<file path="src/rtl/reorder_pkg.sv">
// Shared types and defaults for the streaming reorder buffer.
// Holds the FSM state encoding and an index-width helper.
package reorder_pkg;

    typedef enum logic {
        ST_FILL  = 1'b0,
        ST_DRAIN = 1'b1
    } state_t;

    localparam int DATA_W_DEF = 8;
    localparam int DEPTH_DEF  = 9;
    localparam int IDX_W_DEF  = 4;

    function automatic int clog2(input int v);
        int r;
        r = 0;
        while ((1 << r) < v) begin
            r = r + 1;
        end
        return r;
    endfunction

endpackage

</file>
<file path="src/rtl/reorder_slot_ram.sv">
// DEPTH x DATA_W slot flops plus a written bitmap.
// One write port, one combinational read port, synchronous clear.
module reorder_slot_ram
    import reorder_pkg::*;
#(
    parameter int DATA_W = DATA_W_DEF,
    parameter int DEPTH  = DEPTH_DEF,
    parameter int IDX_W  = IDX_W_DEF
) (
    input  logic              clk,
    input  logic              rst,
    input  logic              clr,
    input  logic              wr_en,
    input  logic [IDX_W-1:0]  wr_idx,
    input  logic [DATA_W-1:0] wr_data,
    input  logic [IDX_W-1:0]  rd_idx,
    output logic [DATA_W-1:0] rd_data,
    output logic              rd_written,
    output logic              wr_seen
);

    logic [DATA_W-1:0] slot [DEPTH];
    logic [DEPTH-1:0]  written;

    // Slot contents are qualified by the bitmap, so they need no reset.
    always_ff @(posedge clk) begin
        for (int i = 0; i < DEPTH; i++) begin
            if (wr_en && wr_idx == IDX_W'(i)) begin
                slot[i] <= wr_data;
            end
        end
    end

    always_ff @(posedge clk or posedge rst) begin
        if (rst) begin
            written <= '0;
        end else if (clr) begin
            written <= '0;
        end else begin
            for (int i = 0; i < DEPTH; i++) begin
                if (wr_en && wr_idx == IDX_W'(i)) begin
                    written[i] <= 1'b1;
                end
            end
        end
    end

    always_comb begin
        rd_data    = '0;
        rd_written = 1'b0;
        wr_seen    = 1'b0;
        for (int i = 0; i < DEPTH; i++) begin
            if (rd_idx == IDX_W'(i)) begin
                rd_data    = slot[i];
                rd_written = written[i];
            end
            if (wr_idx == IDX_W'(i)) begin
                wr_seen = written[i];
            end
        end
    end

endmodule

</file>
<file path="src/rtl/reorder_buffer_seq.sv">
// Streaming reorder buffer: scatter one frame by index,
// then drain slots 0..DEPTH-1 in order with hole/error reporting.
module reorder_buffer_seq
    import reorder_pkg::*;
#(
    parameter int                DATA_W   = DATA_W_DEF,
    parameter int                DEPTH    = DEPTH_DEF,
    parameter int                IDX_W    = IDX_W_DEF,
    parameter logic [DATA_W-1:0] FILL_VAL = '0
) (
    input  logic              clk,
    input  logic              rst,
    input  logic              in_valid,
    output logic              in_ready,
    input  logic [DATA_W-1:0] in_data,
    input  logic [IDX_W-1:0]  in_index,
    input  logic              in_last,
    output logic              out_valid,
    input  logic              out_ready,
    output logic [DATA_W-1:0] out_data,
    output logic [IDX_W-1:0]  out_index,
    output logic              out_hole,
    output logic              out_last,
    output logic              err_dup,
    output logic              err_range,
    output logic              frame_done
);

    if (DEPTH < 2 || IDX_W < clog2(DEPTH)) begin : g_bad_cfg
        $error("reorder_buffer_seq: IDX_W too small or DEPTH < 2");
    end

    localparam logic [IDX_W-1:0] LAST = IDX_W'(DEPTH - 1);

    state_t            state;
    state_t            state_nxt;
    logic [IDX_W-1:0]  wr_cnt;
    logic [IDX_W-1:0]  rd_ptr;
    logic              in_fill;
    logic              in_drain;
    logic              in_acc;
    logic              out_acc;
    logic              in_range;
    logic              in_end;
    logic              out_end;
    logic              dup_hit;
    logic              rd_written;
    logic [DATA_W-1:0] rd_data;

    assign in_fill  = (state == ST_FILL);
    assign in_drain = (state == ST_DRAIN);
    assign in_acc   = in_valid & in_fill;
    assign out_acc  = out_ready & in_drain;
    assign in_range = 32'(in_index) < 32'(DEPTH);
    assign in_end   = in_acc & (in_last | (wr_cnt == LAST));
    assign out_end  = out_acc & (rd_ptr == LAST);

    reorder_slot_ram #(
        .DATA_W (DATA_W),
        .DEPTH  (DEPTH),
        .IDX_W  (IDX_W)
    ) u_ram (
        .clk        (clk),
        .rst        (rst),
        .clr        (out_end),
        .wr_en      (in_acc & in_range),
        .wr_idx     (in_index),
        .wr_data    (in_data),
        .rd_idx     (rd_ptr),
        .rd_data    (rd_data),
        .rd_written (rd_written),
        .wr_seen    (dup_hit)
    );

    always_ff @(posedge clk or posedge rst) begin
        if (rst) begin
            state <= ST_FILL;
        end else begin
            state <= state_nxt;
        end
    end

    always_comb begin
        state_nxt = state;
        unique case (state)
            ST_FILL:  if (in_end)  state_nxt = ST_DRAIN;
            ST_DRAIN: if (out_end) state_nxt = ST_FILL;
        endcase
    end

    always_comb begin
        in_ready   = in_fill;
        out_valid  = in_drain;
        out_index  = rd_ptr;
        out_hole   = ~rd_written;
        out_data   = rd_written ? rd_data : FILL_VAL;
        out_last   = (rd_ptr == LAST);
        frame_done = out_end;
    end

    // Counters and sticky flags all return to zero on the last drain beat.
    always_ff @(posedge clk or posedge rst) begin
        if (rst) begin
            wr_cnt    <= '0;
            rd_ptr    <= '0;
            err_dup   <= 1'b0;
            err_range <= 1'b0;
        end else if (out_end) begin
            wr_cnt    <= '0;
            rd_ptr    <= '0;
            err_dup   <= 1'b0;
            err_range <= 1'b0;
        end else begin
            if (in_acc) begin
                wr_cnt <= wr_cnt + 1'b1;
                if (!in_range) begin
                    err_range <= 1'b1;
                end else if (dup_hit) begin
                    err_dup <= 1'b1;
                end
            end
            if (out_acc) begin
                rd_ptr <= rd_ptr + 1'b1;
            end
        end
    end

endmodule

</file>
<file path="config.mk">
export PLATFORM = sky130hd
export DESIGN_NAME = reorder_buffer_seq
export DESIGN_NICKNAME = d
export VERILOG_FILES = /design/src/rtl/reorder_pkg.sv /design/src/rtl/reorder_slot_ram.sv /design/src/rtl/reorder_buffer_seq.sv
export SDC_FILE = /design/constraint.sdc
export NUM_CORES = 1
export LEC_CHECK = 0
export BUFFER_PORTS_ARGS = -buffer_cell sky130_fd_sc_hd__buf_2
export CELL_PAD_IN_SITES_DETAIL_PLACEMENT = 1
export CELL_PAD_IN_SITES_GLOBAL_PLACEMENT = 1
export CORE_ASPECT_RATIO = 1.1
export CORE_MARGIN = 2
export CORE_UTILIZATION = 46
export DETAILED_ROUTE_END_ITERATION = 10
export GPL_TIMING_DRIVEN = 0
export HOLD_SLACK_MARGIN = 0.1
export PLACE_DENSITY_LB_ADDON = 0.05
export RECOVER_POWER = 50
export SETUP_SLACK_MARGIN = 0.2
export SKIP_CTS_REPAIR_TIMING = 1
export SYNTH_ARGS = -nofsm -noshare
export SYNTH_HDL_FRONTEND = slang
export SYNTH_SLANG_ARGS = --single-unit
</file>
<file path="constraint.sdc">
create_clock -name clk -period 2.9 [get_ports clk]
set_input_delay 0.29 -clock clk [delete_from_list [all_inputs] [get_ports clk]]
set_output_delay 0.29 -clock clk [all_outputs]
set_load 0.01 [all_outputs]
</file>
* Word level (Yosys, flattened, before mapping)
Memories as Yosys holds them, arrays and structs flattened.
Cells that the tools add are included.
W data, S select, Z words.
** Storage, ports and cells
- Memories :: 1
- Output and inout port bits :: 19
- Flip-flop bits (word level) :: 20
- Bits of input ports :: 17
- Bits in writable memories :: 72
** Cells by class
- Muxes and demuxes :: 94
- Magnitude comparators :: 1
- Bitwise gates (word level) :: 8
- Reductions and logical operators :: 34
- Equal/unequal tests :: 18
- Add/sub/neg operators :: 2
** Memory list
- u_ram.slot :: words 9, width 8, rd ports 9, clocked after memory_dff 0, wr ports 1, line reorder_slot_ram.sv:22 : logic [DATA_W-1:0] slot [DEPTH];
** Operators by type and width (number)
- $mux W8 :: 18
- $reduce_or A8 Y1 :: 8
- $mux W1 :: 62
- $mux W4 :: 12
- $eq A4 B3 Y1 const B :: 8
- $reduce_bool A2 Y1 :: 13
- $eq A4 B2 Y1 const B :: 4
- $eq A4 B4 Y1 const B :: 3
- $logic_and A1 B1 Y1 :: 9
- $mux W9 :: 1
- $add A4 B1 Y4 const B :: 2
- $eq A4 B1 Y1 const B :: 2
- $logic_not A4 Y1 :: 2
- $and A1 B1 Y1 :: 5
- $lt A4 B4 Y1 const B :: 1
- $reduce_and A3 Y1 :: 1
- $ne A2 B2 Y1 const B :: 1
- $not A1 Y1 :: 2
- $pmux W1 S2 :: 1
- $reduce_and A2 Y1 :: 1
- $or A1 B1 Y1 :: 1

* Logic depth before layout (Yosys ltp)
- Depth after elaboration :: 15
- Mapped depth :: 10

* Hierarchy
From an unflattened synthesis, not the netlist that was laid out.
** Second synthesis, totals
- Cells, all modules :: 339
- Area total of the unflattened synthesis :: 4160.2 um2
** By module, submodules not included
- reorder_slot_ram :: area an instance 3524.6 um2, sequential area each 2387.3 um2, cells each 268, instances 1
- reorder_buffer_seq :: area an instance 635.6 um2, sequential area each 275.3 um2, cells each 71, instances 1

* Least setup slack after synthesis
No wires, ideal clock.
- Path kind :: reg2out
- From :: register rd_ptr[1], in the netlist out_index[1]
- To :: output out_data[0]
- Arrival time :: 1.925 ns
- Slack :: 0.685 ns
- Path buffers :: 1
- Cell stages (with the launch flop) :: 8
- Cells stage by stage :: dfrtp_1 -> inv_1 -> ha_1 -> buf_6 -> a221oi_2 -> o21ai_2 -> a221oi_4 -> nor3_2
** On the way
- Word-level cells in the longest chain between the ends :: 11
- Elaborated cells on any way between the ends :: 28
- Those cells by class :: eq/ne (8); mux (19); reduce/logical (1)
** Ends and longest elaborated chain
- start: declaration :: line reorder_buffer_seq.sv:38 : logic [IDX_W-1:0] rd_ptr;
- start signal: assignment :: line reorder_buffer_seq.sv:123 : rd_ptr <= rd_ptr + 1'b1;
- $logic_not A4 Y1 :: line reorder_slot_ram.sv:53 : if (rd_idx == IDX_W'(i)) begin
- $mux W8 or $mux W1 (tied branches) (9 in series) :: line reorder_slot_ram.sv:53
- $mux W8 (*) :: line reorder_buffer_seq.sv:96 : out_data = rd_written ? rd_data : FILL_VAL;
- end: declaration :: line reorder_buffer_seq.sv:20 : output logic [DATA_W-1:0] out_data,
Every way passes the cells marked *; elsewhere a longest branch is shown, timed or not.

* Worst setup path after layout
- From :: register rd_ptr[1], in the netlist out_index[1]
- To :: output out_data[6]
Same word-level chain as after synthesis.

==> implementation parameters <==
Parameter                              Value

Worst setup path
  Largest fanout on the critical path    9
  Crit path max-delay cell type    sky130_fd_sc_hd__dfrtp_1
  Arr. time, crit path    2.50 ns
  Number of cells on the worst reg-to-reg path    4
  Beginning of the worst register-to-register path    out_valid$_DFF_PP0_
  Worst setup SP type    register
  Critical setup path kind    register to output pin
  R2r setup slk    0.45 ns
  Capturing element type of the critical path    output pin
  Critical Path, Cell by Cell    ha_1, buf_6, a221o_1, a311oi_2, a221oi_4, buf_12, a211oi_2, buf_2
  Crit path largest cell delay    0.46 ns
  Required time of the worst setup path    2.61 ns
  Reg-to-Reg End    u_ram.slot[0][54]$_DFFE_PP_

Route
  Post-DR vias/cell    5.93
  Vias    3023
  Router iterations before antenna repair    4
  Remaining routing DRC violations    0
  Routed length per instance    22.1 µm
  Starting DRC count in detailed routing    177
  Total detailed-routing wirelength    11.3 mm
  Residual antenna-violating net count after detailed routing    0

Finish
  Core Util, Final    55.5%
  Commonest cells after routing, fill and taps aside    sky130_fd_sc_hd__edfxtp_1, sky130_fd_sc_hd__a21oi_1, sky130_fd_sc_hd__buf_2, sky130_fd_sc_hd__nand2_1, sky130_fd_sc_hd__nor2_1
  Most frequent standard cell in the layout excluding fill and tap cells    sky130_fd_sc_hd__edfxtp_1
  Diodes inserted    0
  Layout overhead on the synthesized area    17.6%
  Share of post-route cells with drive strength above 1    26.0%
  Total Nets Final    414

STA
  Fin crit share    96.3%
  Count of final setup violators    0
  Worst clock skew on the final layout    0.00959 ns
  Post-layout minimum cycle time    2.79 ns
  Top achievable clock speed    0.358 GHz
  Worst Hold Slack    0.0417 ns
  Final count of pins violating max slew    0
  Max-Slew Margin vs Limit    30.5%
  Tightest Pin Transition    1.04 ns
  Hold Vio Cnt, Final    0
  RSZ-0062 raised after global routing    true
  Aggregate negative setup slack    0 ns

Die
  Width of the die    94.7 µm
  IO Pins    36
  FP Rows    36
  Die area    0.00984 mm²
  Die Ht    104 µm
  Core Area    0.00883 mm²
  Initial core utilization    47.2%

CTS
  Clock Sinks    92
  Maximum clock path buffer count    2
  Clock slew at reported path FFs    0.10 ns
  Worst-Skew Late Latency    0.37 ns
  Number of H-tree levels    3
  TritonCTS clock tree    done
  Clock Root Buffer    sky130_fd_sc_hd__clkbuf_8
  Inserted Clock Buffers    9

Synth
  Async set-reset flop share out of synthesis    21.7%
  Total nets after synthesis    364
  Count of warnings emitted by yosys    0
  Library cells used by synthesis    52
  EDFF count, synth    72
  Synthesized area per cell    12.2 µm²
  Most used flip-flop cell after synthesis    sky130_fd_sc_hd__edfxtp_1
  Synth Register Bits    92
  Share of synthesized area occupied by flip-flops and latches    63.9%
  Area of the mapped netlist    0.00417 mm²
  Synth Instances    341

Placement
  Routability-driven placement congestion ratio    0.778
  Half-perimeter wire length after detailed placement    7.62 mm
  Port Buffer Count    33

Global route
  Remaining global-route overflow    0
  Global router's overall resource usage    23.9%
  Most Crowded Layer GR    met2
  Initial antenna violation count    0
  GR Util met3    3.56%
  Maximum number of pins on one net before global-route repair    21
  Global-route wire length before repair    17.3 mm
  Grt met1 use    35.7%
  Via count of the first global-routing pass    3097
  Routing usage on met2    36.2%

Power and ir drop
  Total power divided by cell area    998 mW/mm²
  Highest ir drop seen on vdd    0.398 mV
  P_leak    1.73 nW

Status
  Run status    completed

Hold path
  Hold/Removal Path Class    primary input to async pin

Job
  Number of maximum-capacitance constraint violations    0
[final cells by class]
class                           count  area, µm²
Tap cell                          114        143
Clock buffer                        9        124
Buffer                             26        179
Timing Repair Buffer               39        205
Inverter                           13       51.3
Clock inverter                      7       76.3
Fill cell                         930       3930
Sequential cell                    92       2660
Multi-Input combinational cell    210       1460
[how the worst max path moves through the flow]
stage	startpoint	to	slack, ns	depth (start not counted)
2_1_floorplan	out_index[1]$_DFFE_PP0P_	out_data[0]	0.68	7
3_3_place_gp	out_valid$_DFF_PP0_	u_ram.slot[0][19]$_DFFE_PP_	0.03	3
3_5_place_dp	out_index[0]$_DFFE_PP0P_	out_data[0]	0.08	10
4_1_cts	out_index[0]$_DFFE_PP0P_	out_data[0]	-0.35	10
5_1_grt	out_index[1]$_DFFE_PP0P_	out_data[6]	0.03	8
6_report	out_index[1]$_DFFE_PP0P_	out_data[6]	0.11	8
[registers in the layout, indices dropped and copies added, names as in the netlist]
| name | flops |
|---|---|
| err_range | 1 |
| err_dup | 1 |
| u_ram.written | 9 |
| u_ram.slot | 72 |
| out_valid | 1 |
| out_index | 4 |
| wr_cnt | 4 |
[critical path: cells and delay by family, from the launching register on]
family | cells | cell delay [ns]
compound gates | 4 | 0.97
buf+inv | 3 | 0.49
flops | 1 | 0.46
fa+ha+maj | 1 | 0.22
[logic make-up after synthesis]
logic type      count (synthesis)  share of synthesized area [%]
simple gates                   88                           11.2
compound gates                112                           17.8
flops                          92                           63.9
buf+inv                        39                           4.41
mux                             1                          0.240
fa+ha+maj                       6                           1.80
xor+xnor                        3                          0.631
[per-layer routing]
| metal | vias to the layer above | routed length (µm) |
|---|---|---|
| li1 | 1386 | - |
| met1 | 1546 | 5170 |
| met2 | 76 | 5350 |
| met3 | 15 | 564 |
| met5 | - | 0 |
| met4 | 0 | 160 |
[cells in the mapped netlist (2+ instances only)]
master | instances | area, µm²
sky130_fd_sc_hd__a31oi_1 | 10 | 62.6
sky130_fd_sc_hd__edfxtp_1 | 72 | 2160
sky130_fd_sc_hd__o221ai_1 | 7 | 61.3
sky130_fd_sc_hd__buf_6 | 3 | 33.8
sky130_fd_sc_hd__and2_1 | 2 | 12.5
sky130_fd_sc_hd__nor4_1 | 3 | 18.8
sky130_fd_sc_hd__nor3_1 | 5 | 25.0
sky130_fd_sc_hd__dfrtp_1 | 20 | 500
sky130_fd_sc_hd__or3_1 | 2 | 12.5
sky130_fd_sc_hd__nand2b_1 | 11 | 68.8
sky130_fd_sc_hd__o21a_1 | 4 | 30.0
sky130_fd_sc_hd__nor2_1 | 22 | 82.6
sky130_fd_sc_hd__inv_1 | 9 | 33.8
sky130_fd_sc_hd__nor2b_1 | 2 | 12.5
sky130_fd_sc_hd__a21oi_1 | 28 | 140
sky130_fd_sc_hd__nor3_2 | 7 | 70.1
sky130_fd_sc_hd__xnor2_1 | 2 | 17.5
sky130_fd_sc_hd__buf_2 | 9 | 45.0
sky130_fd_sc_hd__nand3_1 | 3 | 15.0
sky130_fd_sc_hd__ha_1 | 6 | 75.1
sky130_fd_sc_hd__nand2_1 | 23 | 86.3
sky130_fd_sc_hd__clkbuf_1 | 10 | 37.5
sky130_fd_sc_hd__o21ai_1 | 2 | 10.0
sky130_fd_sc_hd__a221oi_1 | 7 | 61.3
sky130_fd_sc_hd__o21ai_0 | 28 | 140
sky130_fd_sc_hd__buf_1 | 3 | 11.3
sky130_fd_sc_hd__a2111oi_0 | 4 | 35.0
sky130_fd_sc_hd__o22ai_1 | 9 | 56.3
sky130_fd_sc_hd__a211oi_1 | 2 | 15.0
sky130_fd_sc_hd__inv_2 | 4 | 15.0
[metrics by stage]
step	cells	total power [mW]	worst slack, ns	area (µm²)
after global routing	510	5.20	0.0295	4900
final	510	4.89	0.106	4900
after global placement	488	3.69	0.0285	4470
after CTS	507	4.60	-0.347	4730
after detailed placement	491	3.73	0.0809	4530
after floorplan	341	3.06	0.685	4170
[where the power goes]
group | leakage, nW | internal (mW) | total [mW] | switching [mW]
sequential | 0.900 | 1.57 | 1.72 | 0.157
clock | 0.103 | 0.343 | 0.862 | 0.520
combinational | 0.726 | 0.901 | 2.31 | 1.40
total | 1.73 | 2.81 | 4.89 | 2.08
No activity file was read; power rests on OpenSTA's default activity.
